[src/rtl/encoder_pkg.sv]
// Shared definitions for the sequential bitmap encoder.
//   N_DEF  : default index width
//   VEC_W  : request vector width (2^N_DEF)
//   state_e: controller state, IDLE = 0, BUSY = 1
package encoder_pkg;

    localparam int unsigned N_DEF = 4;
    localparam int unsigned VEC_W = 2 ** N_DEF;

    typedef enum logic {
        IDLE = 1'b0,
        BUSY = 1'b1
    } state_e;

endpackage

[src/rtl/lowest_set16.sv]
// Combinational lowest-set-bit finder.
//   vec   in  2^N  vector to scan
//   index out N    position of lowest set bit (0 when vec is zero)
//   found out 1    vec has at least one bit set
//   rest  out 2^N  vec with its lowest set bit cleared
module lowest_set16
    import encoder_pkg::*;
#(
    parameter int unsigned N = N_DEF
) (
    input  logic [2**N-1:0] vec,
    output logic [N-1:0]    index,
    output logic            found,
    output logic [2**N-1:0] rest
);

    localparam int unsigned W = 2 ** N;
    localparam logic [W-1:0] ONE = W'(1);

    always_comb begin
        index = '0;
        // Scan downwards so the lowest set bit is the last one written.
        for (int i = W - 1; i >= 0; i--) begin
            if (vec[i]) begin
                index = i[N-1:0];
            end
        end
        found = |vec;
        rest  = vec & (vec - ONE);
    end

endmodule

[src/rtl/encoder4_stream.sv]
// Sequential 2^N-to-N bitmap encoder. Accepts a request bitmap over a
// valid/ready handshake and streams the index of every set bit, lowest
// first, one per output handshake, flagging the final index of each vector.
//   CLK       in  1    rising-edge clock
//   RESET     in  1    synchronous active-high reset
//   in_valid  in  1    upstream offers in_data
//   in_ready  out 1    block accepts in_data this cycle
//   in_data   in  2^N  request bitmap
//   out_valid out 1    out_index/out_last valid
//   out_ready in  1    downstream consumes current index
//   out_index out N    lowest pending index
//   out_last  out 1    current index is the last of its vector
module encoder4_stream
    import encoder_pkg::*;
#(
    parameter int unsigned N = N_DEF
) (
    input  logic            CLK,
    input  logic            RESET,
    input  logic            in_valid,
    output logic            in_ready,
    input  logic [2**N-1:0] in_data,
    output logic            out_valid,
    input  logic            out_ready,
    output logic [N-1:0]    out_index,
    output logic            out_last
);

    localparam int unsigned W = 2 ** N;

    state_e         state_q, state_d;
    logic [W-1:0]   pending_q, pending_d;
    logic [W-1:0]   rest;
    logic           found;

    lowest_set16 #(
        .N (N)
    ) u_lowest (
        .vec   (pending_q),
        .index (out_index),
        .found (found),
        .rest  (rest)
    );

    always_comb begin
        state_d   = state_q;
        pending_d = pending_q;
        out_valid = (state_q == BUSY);
        out_last  = out_valid && found && (rest == '0);
        // Ready while idle, or when the final index leaves this cycle.
        in_ready  = (state_q == IDLE) || (out_valid && out_ready && out_last);

        if (out_valid && out_ready) begin
            pending_d = rest;
            if (out_last) begin
                state_d = IDLE;
            end
        end

        // Zero vectors are consumed and dropped.
        if (in_valid && in_ready && (in_data != '0)) begin
            pending_d = in_data;
            state_d   = BUSY;
        end
    end

    always_ff @(posedge CLK) begin
        if (RESET) begin
            state_q   <= IDLE;
            pending_q <= '0;
        end else begin
            state_q   <= state_d;
            pending_q <= pending_d;
        end
    end

endmodule

[config.mk]
export PLATFORM = sky130hd
export DESIGN_NAME = encoder4_stream
export DESIGN_NICKNAME = d
export VERILOG_FILES = /design/src/rtl/encoder_pkg.sv /design/src/rtl/lowest_set16.sv /design/src/rtl/encoder4_stream.sv
export SDC_FILE = /design/constraint.sdc
export NUM_CORES = 1
export LEC_CHECK = 0
export ABC_AREA = 1
export BUFFER_PORTS_ARGS = -buffer_cell sky130_fd_sc_hd__buf_2
export CAP_MARGIN = 20
export CORE_MARGIN = 10
export CORE_UTILIZATION = 35
export DETAILED_ROUTE_END_ITERATION = 8
export PLACE_DENSITY_LB_ADDON = 0.2
export SLEW_MARGIN = 30
export SYNTH_ARGS = -nofsm -noshare
export SYNTH_HDL_FRONTEND = slang
export SYNTH_HIERARCHICAL = 1
export SYNTH_SLANG_ARGS = --single-unit
export TNS_END_PERCENT = 30
[constraint.sdc]
create_clock -name CLK -period 1.96 [get_ports CLK]
set_input_delay 0.196 -clock CLK [delete_from_list [all_inputs] [get_ports CLK]]
set_output_delay 0.196 -clock CLK [all_outputs]
set_load 0.03 [all_outputs]
==> results of run 1 <==
[report_power, final]
group / total, W / switching [W] / internal [W]
Sequential: 0.000408 / 0.0000284 / 0.000379
Combinational: 0.000579 / 0.000328 / 0.000251
Clock: 0.000274 / 0.000132 / 0.000141
Total: 0.00126 / 0.000489 / 0.000771
[state kept, by name, summed over array words and instances, names as in the netlist]
register	flops
pending_q	16
out_valid	1
[kinds of logic after synthesis]
group           Yosys count  share of synthesized area
compound gates           30                      0.119
buf+inv                  49                      0.149
flops                    17                      0.246
other cells               1                    0.00271
simple gates            152                      0.482
[worst paths after layout]
kind	from	to	slack, ns	depth (start not counted)
worst max register to register	pending_q[0]	pending_q[10]	-0.23	16
worst max-delay path	pending_q[0]	in_ready	-0.25	13
worst min register to register	pending_q[12]	pending_q[12]	0.51	2
worst min-delay path	in_data[8]	pending_q[8]	0.30	5
[per-stage QoR]
stage	cell area [µm²]	setup WS, ns	util	hold WS, ns
finish	1920	-0.246	0.513	0.298
global route	1920	-0.495	0.513	0.327
CTS	1900	-0.228	0.508	0.299
detailed placement	1790	-0.192	0.479	0.504
global placement	1790	-0.153	0.479	0.500
floorplan	1430	-0.109	-	0.441
[critical path, delay by kind of cell (launching register included)]
kind,cells,cell delay [ns]
simple gates,9,0.99
flops,1,0.34
compound gates,1,0.10
buf+inv,3,0.34
[metal layers]
layer | GRT usage | share of wire | vias up
met4 | 0.0415 | 0.014 | 0
met2 | 0.170 | 0.42 | 37
met1 | 0.156 | 0.54 | 695
met3 | 0.0137 | 0.031 | 4
li1 | - | - | 893
met5 | 0 | 0 | -
[layout make-up]
| class | instances | share of cell area |
|---|---|---|
| multi-input combinational | 183 | 0.464 |
| tap | 48 | 0.0313 |
| clock inverter | 1 | 0.00261 |
| timing repair buffer | 63 | 0.224 |
| sequential | 17 | 0.181 |
| inverter | 39 | 0.0763 |
| clock buffer | 3 | 0.0215 |
[timing repair]
action,CTS,global route
setup buffers,3,0
pin swaps,9,1
resized for setup,12,5
setup endpoints to repair,20,21
[layout by cell type (no fill, tap or decap)]
cell type	count
nand2_1	70
a21boi_2	1
nand2_4	1
nor3_1	2
conb_1	1
nor2_1	28
inv_1	36
clkinv_2	1
dfxtp_2	5
o21ai_0	2
inv_2	3
dfxtp_1	12
nand3_2	1
nand3_1	40
nand2_8	1
a31oi_2	1
a31oi_1	2
nor2_4	5
a21oi_1	22
a21boi_0	1
buf_2	22
nor4_4	1
o21a_1	1
buf_4	38
nand2_2	2
buf_6	3
clkbuf_8	3
nor2_2	1
==> flow_summary_export.csv, run 1 <==
group,metric,value,unit
synthesis,yosysUniqueCellTypes,25,
layout,regArea,347,µm²
cts,clk_path_buf_depth,2,
cts,cts.hold.buffers_added,0,
layout,nFillCells,414,
routing,drtIter0Drc,111,
critical_path,arrival,2.01,ns
place,place_congestion,0.831,
synthesis,netlist_area,1380,µm²
critical_path,crit_chain,"nor2_4 > nand2_2 > nor2_4 > inv_2 > nor2_4 > buf_4 > a31oi_2 > nor2_1 > nand3_1 > nor2_1 > nand3_1 > nand2_4 > buf_6",
synthesis,yosysTopAreaCell,"dfxtp_1",
critical_path,crit_path_end_kind,"output port",
run_status,status,"finished with violations",
sta,setup_violations,19,
routing,dr.pass1.iters,4,
place,io_buffers,26,
floorplanning,die-area,6860,µm²
power,peakVddDrop,0.369,mV
routing,route.detailed.drc,0,
routing,dr_total_vias,1629,
critical_path,crit_fanout,4,
global_routing,antenna_found_initial,0,
sta,setup_ws,-0.246,ns
place,dpl.hpwl,3140,µm
run_status,violations,"setup timing",
critical_path,cp_slowest_cell,"dfxtp_2",
cts,cts_made_buffers,3,
sta,fin_tns_setup,-3.39,ns
layout,instances_no_fill,354,
synthesis,synth_area_leaders,"dfxtp_1 (25%), nand2_1 (19%), nand3_1 (14%), inv_1 (10%), nor2_1 (8.1%)",
critical_path,cp_slowest_stage_delay,0.34,ns
routing,via_per_inst,4.60,
run,cap_violations,0,
sta,maxSlewViolCount,0,
sta,period_share,1.13,
layout,drive_gt1_frac,0.291,
sta,hold_viol_final,0,
synthesis,yosys_warnings,6,
sta,rsz0062_at_grt,"yes",
global_routing,grt_pass1_vias,1544,
floorplanning,die_w,82.9,µm
synthesis,synth_edf_count,0,
layout,antenna_cells,0,
power,power.leakage,1.02,nW
synthesis,async_flop_share,0,
sta,min_period,2.21,ns
floorplanning,die_y,82.9,µm
cts,htreeDepth,1,
floorplanning,core-area,3740,µm²
cts,cts_tree,"done",
place,dp_cells,347,
sta,tightest_slew,0.839,ns
critical_path,crit_top_cell,"nor2_4",
routing,post_drt_wl_per_cell,11.4,µm
global_routing,grt_max_degree,34,
routing,routed_wl,4040,µm
global_routing,grt_pass1_wl,6780,µm
layout,area_growth,38.8,%
synthesis,synth_area_per_cell,5.55,µm²
sta,slew-limit-headroom,0.438,
layout,multi_input_area,891,µm²
synthesis,synth_seq_cells,17,
synthesis,synth_seq_area_share,0.246,
layout,nets,327,
cts,clk_pin_slew,0.08,ns
sta,max_freq,0.453,GHz
floorplanning,start_util,0.369,
cts,clk_latency,0.26,ns
sta,finClkSkew,0.00834,ns
critical_path,cp-start-kind,"register",
synthesis,yosys.area.top_type_share,0.246,
power,power,0.00126,W
synthesis,yosysMostFrequentCell,"nand2_1",
power,p_per_area,657,nW/µm²
global_routing,grt-ovfl-total,0,
critical_path,critical_path_class,"register to output port",
floorplanning,num_io_pins,27,
cts,clock-sinks,17,
critical_path,worstPathRequired,1.76,ns
synthesis,syn-num-nets,269,
global_routing,grt_usage,0.112,
cts,root_buffer,"clkbuf_8",
synthesis,synthFlopType,"dfxtp_1",
floorplanning,rows,22,
routing,ant_nets,0,
hold_path,hp-class,"input port to register",
synthesis,synth_cells,249,
synthesis,ys_top_cells_by_count,"nand2_1 (70), nand3_1 (40), inv_1 (38), nor2_1 (30), a21oi_1 (22)",
Note: power is estimated with default switching activity, not from simulation.
==> run 2, diff against run 1 <==
==> constraint.sdc (replaced) <==
create_clock -name CLK -period 1.96 [get_ports CLK]
set_input_delay 0 -clock CLK [delete_from_list [all_inputs] [get_ports CLK]]
set_output_delay 0 -clock CLK [all_outputs]
set_load 0.03 [all_outputs]
==> run 2 against run 1 <==
Against the previous run:
- the flow still finishes with violations (setup timing)
- non-clock buffer count is 3 higher
- power grew 7.4%
- critical path depth is 4 higher
- worst hold slack worse by 0.20 ns
- cell area grew 8.5%
- sequential share of layout area fell by 1.4 points
- clock-buffer cell count unchanged
- critical path type is now register to register
- largest cell class unchanged
==> flow_summary_export.csv, run 2 (synthesis results as in run 1) <==
group,metric,value,unit
global_routing,busiest_layer,"met2",
sta,maxSlewViolCount,0,
routing,route.detailed.drc,0,
cts,cts.hold.buffers_added,0,
sta,slew-limit-headroom,0.505,
cts,root_buffer,"clkbuf_8",
global_routing,use_met2,0.201,
routing,routed_wl,4750,µm
sta,period_share,1.14,
routing,drtIter0Drc,118,
cts,clk_latency,0.26,ns
place,io_buffers,26,
floorplanning,die_y,82.9,µm
sta,max_freq,0.448,GHz
place,dpl.hpwl,3140,µm
routing,dr_total_vias,1764,
floorplanning,core-area,3740,µm²
routing,post_drt_wl_per_cell,13.2,µm
sta,hold_viol_final,0,
sta,min_period,2.23,ns
global_routing,grt_max_degree,19,
place,dp_slack,-0.276,ns
cts,cts_made_buffers,3,
run,cap_violations,0,
layout,drive_gt1_frac,0.357,
global_routing,grt-ovfl-total,0,
place,dp_cells,343,
global_routing,grt_usage,0.130,
routing,ant_nets,0,
layout,largest_register,"pending_q",
layout,antenna_cells,0,
cts,htreeDepth,1,
cts,clk_pin_slew,0.08,ns
routing,dr.pass1.iters,4,
floorplanning,num_io_pins,27,
critical_path,cp-start-kind,"register",
floorplanning,start_util,0.369,
sta,tightest_slew,0.740,ns
global_routing,grt_pass1_wl,7870,µm
routing,via_per_inst,4.91,
cts,clk_path_buf_depth,2,
floorplanning,rows,22,
sta,setup_violations,19,
cts,clock-sinks,17,
sta,finClkSkew,0.00262,ns
global_routing,grt_use_met1,0.174,
global_routing,antenna_found_initial,0,
floorplanning,die_w,82.9,µm
critical_path,crit_fanout,16,
layout,area_growth,50.6,%
global_routing,grt_pass1_vias,1723,
critical_path,crit_path_end_kind,"register",
place,place_congestion,0.873,
floorplanning,die-area,6860,µm²
cts,cts_tree,"done",
layout,final_common_cell,"nand2_1",
hold_path,hp-class,"input port to register",
global_routing,met3_usage,0.0176,
run_status,status,"finished with violations",
power,power,0.00135,W
layout,nets,332,
power,power.leakage,1.07,nW
sta,setup_ws,-0.272,ns
critical_path,critical_path_class,"register to register",
power,p_per_area,650,nW/µm²
run_status,violations,"setup timing",
critical_path,arrival,2.37,ns
layout,final_cell_mix,"nand2_1 (62), inv_1 (37), nand3_1 (37), buf_4 (37), nor2_1 (26)",
layout,largest_reg_flops,16,
sta,rsz0062_at_grt,"yes",
critical_path,worstPathRequired,2.10,ns
layout,instances_no_fill,359,
power,peakVddDrop,0.306,mV
## run 2: repair_timing
action / 4_1_cts / 5_1_grt
cloned: 2 / 1
setup buffers: 8 / 2
resized for setup: 21 / 19
hold endpoints to repair: 0 / 0
setup endpoints to repair: 19 / 19
pin swaps: 23 / 10
## run 2: stage by stage
stage	hold slack (ns)	TNS, ns	cell area [µm²]	util
5_1_grt	0.125	-8.17	2080	0.556
6_report	0.0951	-4.78	2080	0.556
4_1_cts	0.0962	-3.60	2000	0.535
3_3_place_gp	0.366	-3.27	1770	0.472
2_1_floorplan	0.245	-2.35	1410	-
3_5_place_dp	0.375	-4.24	1770	0.472
## run 2: worst paths after layout
| kind | startpoint | to | slack, ns | cells past startpoint |
|---|---|---|---|---|
| setup / recovery | pending_q[0] | pending_q[6] | -0.27 | 17 |
| hold / removal | in_data[1] | pending_q[1] | 0.1 | 5 |
| setup reg to reg | pending_q[0] | pending_q[6] | -0.27 | 17 |
| hold reg to reg | pending_q[13] | pending_q[13] | 0.51 | 2 |
## run 2: power breakdown
group / internal [W] / switching, W
clock: 0.000142 / 0.000144
combinational: 0.000286 / 0.000374
sequential: 0.000380 / 0.0000289
## run 2: layer usage
metal	up-vias	routed length, µm	part of all wire
li1	912	-	-
met1	778	2240	0.47
met2	68	2140	0.45
met3	6	282	0.059
met4	0	82	0.017
met5	-	0	0
## run 2: critical path: stages (launching register included)
cell and delay (ns):
dfxtp_2 0.34, nor2_4 0.13, nand2_4 0.07, buf_4 0.13
buf_4 0.14, inv_2 0.06, nand2_1 0.04, nand2_1 0.05
inv_1 0.05, nor2_1 0.11, nand2_1 0.12, nor2_1 0.17
nand3_2 0.11, nand2_4 0.13, buf_12 0.14, nand2_8 0.10
nand3_1 0.14, a21oi_2 0.06
## run 2: final cells by class
| type | count | area [µm²] |
|---|---|---|
| flip-flops and latches | 17 | 348 |
| multi-input cells | 185 | 997 |
| clock inverters | 1 | 5.00 |
| well taps | 48 | 60.1 |
| fillers | 414 | 1660 |
| inverters | 39 | 146 |
| repair buffers | 66 | 484 |
| clock buffers | 3 | 41.3 |
